### src/rtl/dd_cdc_pkg.sv
// Shared FSM type and constants for the dd_cdc toggle-handshake transmitter/receiver pair.
package dd_cdc_pkg;

    typedef enum logic [1:0] {INIT, IDLE, WAIT_ACK} dd_cdc_hs_st_t;

    localparam int unsigned DD_CDC_MIN_STAGES = 2;

endpackage

### src/rtl/dd_sync.sv
// Multi-flop synchronizer for signals crossing into the clk_i domain; resets to all-zero.
module dd_sync #(
    parameter int unsigned WIDTH  = 1,
    parameter int unsigned STAGES = 2
) (
    input  logic             clk_i,
    input  logic             rst_ni,
    input  logic [WIDTH-1:0] d_i,
    output logic [WIDTH-1:0] q_o
);

    logic [WIDTH-1:0] sync_q [STAGES];

    always_ff @(posedge clk_i or negedge rst_ni) begin
        if (!rst_ni) begin
            for (int unsigned i = 0; i < STAGES; i++) begin
                sync_q[i] <= '0;
            end
        end else begin
            sync_q[0] <= d_i;
            for (int unsigned i = 1; i < STAGES; i++) begin
                sync_q[i] <= sync_q[i-1];
            end
        end
    end

    assign q_o = sync_q[STAGES-1];

endmodule

### src/rtl/dd_cdc_hs_tx.sv
// Source side of a two-phase req/ack CDC handshake: accepts a word, toggles req, waits for ack.
// Optional sticky ack timeout flag enabled by defining DD_CDC_HS_TX_TIMEOUT_EN.
module dd_cdc_hs_tx
    import dd_cdc_pkg::*;
#(
    parameter int unsigned WIDTH     = 8,
    parameter int unsigned STAGES    = 2,
    parameter int unsigned TIMEOUT_W = 16
) (
    input  logic             clk,
    input  logic             rst_n,
    input  logic             valid_i,
    input  logic [WIDTH-1:0] data_i,
    output logic             ready_o,
    output logic             cdc_req_o,
    output logic [WIDTH-1:0] cdc_data_o,
    input  logic             cdc_ack_i,
    output logic             err_timeout_o
);

    localparam int unsigned SyncStages = (STAGES < DD_CDC_MIN_STAGES) ? DD_CDC_MIN_STAGES : STAGES;
    localparam int unsigned SettleW    = $clog2(SyncStages + 1);

    logic ack_sync;

    dd_sync #(
        .WIDTH (1),
        .STAGES(SyncStages)
    ) u_ack_sync (
        .clk_i (clk),
        .rst_ni(rst_n),
        .d_i   (cdc_ack_i),
        .q_o   (ack_sync)
    );

    dd_cdc_hs_st_t    state_q, state_d;
    logic             req_q, req_d;
    logic [WIDTH-1:0] data_q, data_d;
    logic             ready_q;
    logic [SettleW-1:0] settle_q, settle_d;
    logic             settled;
    logic             accept;

    // The synchronizer resets to 0, so INIT must not trust ack_sync until the chain has
    // refilled with the live ack level; otherwise a held stale ack would be missed.
    assign settled = (settle_q == SettleW'(SyncStages));

    always_comb begin
        settle_d = settle_q;
        if (!settled) begin
            settle_d = settle_q + SettleW'(1);
        end
    end

    always_comb begin
        state_d = state_q;
        req_d   = req_q;
        data_d  = data_q;
        accept  = 1'b0;
        case (state_q)
            INIT: begin
                if (settled && (ack_sync == req_q)) begin
                    state_d = IDLE;
                end
            end
            IDLE: begin
                if (valid_i) begin
                    accept  = 1'b1;
                    data_d  = data_i;
                    req_d   = ~req_q;
                    state_d = WAIT_ACK;
                end
            end
            WAIT_ACK: begin
                if (ack_sync == req_q) begin
                    state_d = IDLE;
                end
            end
            default: state_d = INIT;
        endcase
    end

    always_ff @(posedge clk or negedge rst_n) begin
        if (!rst_n) begin
            state_q  <= INIT;
            req_q    <= 1'b0;
            data_q   <= '0;
            ready_q  <= 1'b0;
            settle_q <= '0;
        end else begin
            state_q  <= state_d;
            req_q    <= req_d;
            data_q   <= data_d;
            ready_q  <= (state_d == IDLE);
            settle_q <= settle_d;
        end
    end

    assign ready_o    = ready_q;
    assign cdc_req_o  = req_q;
    assign cdc_data_o = data_q;

`ifdef DD_CDC_HS_TX_TIMEOUT_EN
    logic [TIMEOUT_W-1:0] cnt_q, cnt_d;
    logic                 err_q, err_d;

    always_comb begin
        cnt_d = cnt_q;
        err_d = err_q;
        if (accept) begin
            cnt_d = '0;
        end else if ((state_q == WAIT_ACK) && (cnt_q != '1)) begin
            cnt_d = cnt_q + TIMEOUT_W'(1);
        end
        // Flag only; the FSM keeps waiting so a late ack still completes the transfer.
        if ((state_q == WAIT_ACK) && (cnt_d == '1)) begin
            err_d = 1'b1;
        end
    end

    always_ff @(posedge clk or negedge rst_n) begin
        if (!rst_n) begin
            cnt_q <= '0;
            err_q <= 1'b0;
        end else begin
            cnt_q <= cnt_d;
            err_q <= err_d;
        end
    end

    assign err_timeout_o = err_q;
`else
    localparam bit TimeoutWValid = (TIMEOUT_W != 0);

    assign err_timeout_o = 1'b0 & TimeoutWValid;
`endif

endmodule
### config.mk
export PLATFORM = sky130hd
export DESIGN_NAME = dd_cdc_hs_tx
export DESIGN_NICKNAME = d
export VERILOG_FILES = /design/src/rtl/dd_cdc_pkg.sv /design/src/rtl/dd_sync.sv /design/src/rtl/dd_cdc_hs_tx.sv
export SDC_FILE = /design/constraint.sdc
export NUM_CORES = 1
export LEC_CHECK = 0
export CORE_MARGIN = 1
export CORE_UTILIZATION = 38
export CTS_CLUSTER_DIAMETER = 200
export DETAILED_ROUTE_END_ITERATION = 10
export GPL_TIMING_DRIVEN = 0
export PLACE_DENSITY_LB_ADDON = 0.1
export RECOVER_POWER = 100
export SLEW_MARGIN = 20
export SYNTH_ARGS = -nofsm -noshare
export SYNTH_HDL_FRONTEND = slang
export SYNTH_SLANG_ARGS = --single-unit
export TNS_END_PERCENT = 50
### constraint.sdc
create_clock -name clk -period 1.3 [get_ports clk]
set_clock_uncertainty 0.2 [all_clocks]
set_input_delay 0.26 -clock clk [delete_from_list [all_inputs] [get_ports clk]]
set_output_delay 0.26 -clock clk [all_outputs]
set_load 0.02 [all_outputs]
==> reports/metrics.csv <==
metric,value,unit
violations,setup timing,
port_buffers,21,
overflow,0,
antenna_found_initial,0,
cap_viol_max_count,0,
yosys.cell_types.count,15,
antennaDiodeCount,0,
fin_nets,84,
die_area,1870,um2
cts_tree,done,
clock_path_buffers,2,
worst_path_largest_cell_delay,0.36,ns
finalWorstSetupSlack,-0.0489,ns
netlist_area,646,um2
routed_via_density,4.59,
die-height,43.2,um
cp_data_required_time,1.26,ns
hp-class,flip-flop to flip-flop,
numCtsBuffers,3,
min_to,u_ack_sync.q_o,
htreeDepth,1,
hpwl,710,um
grt_pass1_vias,369,
firstDrtPassIters,2,
power_per_cell_area,2200,nW/um2
core_area,1540,um2
grt_max_degree,17,
dpl_cell_area,876,um2
ys_ff_latch,16,
final_common_cell,dfrtp_1,
cp.arrival,1.31,ns
fillers,131,
path_cells,"inv_1, ha_1, o21ba_2, a22o_1",
final_cells,85,
holdCritStartpoint,u_ack_sync.sync_q[1],
p_leak,0.000440,uW
routedWlPerCell,12.9,um
final_util,0.578,
min_period,1.35,ns
final_max_slew_viol_count,0,
drive_above_1_share,0.406,
synth.avg_cell_area,15.7,um2
track_usage,0.127,
rsz0062_at_grt,yes,
routed_wl,1090,um
layout_common_cells,"dfrtp_1, clkdlybuf4s50_1, mux2_4",
r2r-end,ready_o,
netlist_top_cells_area,"dfrtp_1, mux2_4, xnor2_1, a22o_1, ha_1",
netlist.area_leader.share,0.620,
clk_latency,0.27,ns
synth.yosys.warnings,0,
end_kind,flip-flop,
tightest_slew,0.693,ns
reg2reg_depth,4,
fin_crit_sh,1.04,
rows,14,
ios,23,
crit_type,flip-flop to flip-flop,
tns,-0.397,ns
holdPathStages,0,
yosysTopAreaCell,dfrtp_1,
area_delta_synth_final,38.0,%
grt_first_pass_wirelength,1710,um
setup.worst_path.start,settle_q[0],
clkSinkCount,16,
hold_viol,0,
status,"finished, violations left",
r2r_setup_slack,-0.05,ns
startpoint_type,flip-flop,
vias,390,
path_max_fanout,3,
start_util,0.419,
r2r-start,settle_q[0],
synth_nets,54,
crit_path_top_delay_cell,dfrtp_1,
placedCellCount,78,
synthCells,41,
drt_iter0_drc,4,
cts_root_buffer,clkbuf_4,
synth-seq-area-share,0.620,
max_freq,741,MHz
max_slew_margin,0.537,
peakVddDrop,1160,uV
drc,0,
gp_congestion,0.597,
setup_viol,11,
clk_pin_slew,0.08,ns
ant_nets,0,
die_w,43.2,um
final_cell_area,891,um2
postCtsHoldBufs,0,
-- power by group --
group	internal, uW	total [uW]	switching [uW]
registers	689	808	119
clock network	107	241	134
logic	495	908	413
total	1290	1960	667
-- routing by layer --
| metal | part of all wire | wire [um] | track usage |
|---|---|---|---|
| met1 | 0.43 | 466 | 0.170 |
| met2 | 0.52 | 569 | 0.191 |
| met3 | 0.051 | 56 | 0.0511 |
| met4 | 0 | 0 | 0.0364 |
| met5 | 0 | 0 | 0 |
-- critical path: cells and delay by family (launching register included) --
kind	cells	cell delay [ns]
adder cells (fa/ha/maj)	1	0.23
flip-flops	1	0.36
buffers and inverters	1	0.06
AO/OA/AOI/OAI	2	0.40
-- area by class of cell --
cell class / count / area, um2 / area share
inverter: 1 / 3.75 / 0.00421
buffer: 2 / 18.8 / 0.0211
timing repair buffer: 25 / 203 / 0.228
sequential: 16 / 400 / 0.449
tap: 16 / 20.0 / 0.0225
clock buffer: 3 / 22.5 / 0.0253
multi-input combinational: 22 / 223 / 0.250
-- worst max path at each step --
stage	to	cells after the start
6_report	ready_o	4
2_1_floorplan	cdc_data_o[0]	3
4_1_cts	cdc_data_o[0]	3
3_3_place_gp	cdc_data_o[4]	4
5_1_grt	ready_o	4
3_5_place_dp	cdc_data_o[0]	4
-- logic make-up after synthesis --
logic type               after synthesis  synth area share
adder cells (fa/ha/maj)                1            0.0194
other                                  1           0.00581
buffers and inverters                  3            0.0349
AO/OA/AOI/OAI                          5            0.0581
AND/OR/NAND/NOR                        4            0.0349
XOR/XNOR                               3            0.0407
flip-flops                            16             0.620
multiplexers                           8             0.186
-- state kept, by name, summed over array words and instances, names as in the netlist --
signal and count:
cdc_data_o 8, settle_q 2, state_q 2, cdc_req_o 1, ready_o 1, u_ack_sync.q_o 1, u_ack_sync.sync_q 1
-- synthesized netlist by cell type --
cell type	instances
ha_1	1
nand2_1	1
o21ai_0	2
xnor2_1	3
dfrtp_1	16
mux2_4	8
conb_1	1
buf_6	1
nor2_1	1
nand3b_1	1
buf_4	1
inv_1	1
o21ba_2	1
or2b_1	1
a22o_1	2
-- what timing repair did --
item	4_1_cts	5_1_grt
setup buffers	0	4
resized for setup	43	4
setup endpoints to repair	20	19
pin swaps	0	0
hold endpoints to repair	0	0
-- metrics by stage --
stage / hold slack (ns) / total power [uW] / setup WS (ns)
finish: 0.164 / 1960 / -0.0489
global route: 0.183 / 2090 / -0.0836
CTS: 0.170 / 1950 / -0.0713
detailed placement: 0.150 / 1830 / -0.330
global placement: 0.133 / 1810 / -0.321
floorplan: -0.236 / 1410 / 0.000796
Note: power is estimated with default switching activity, not from simulation.
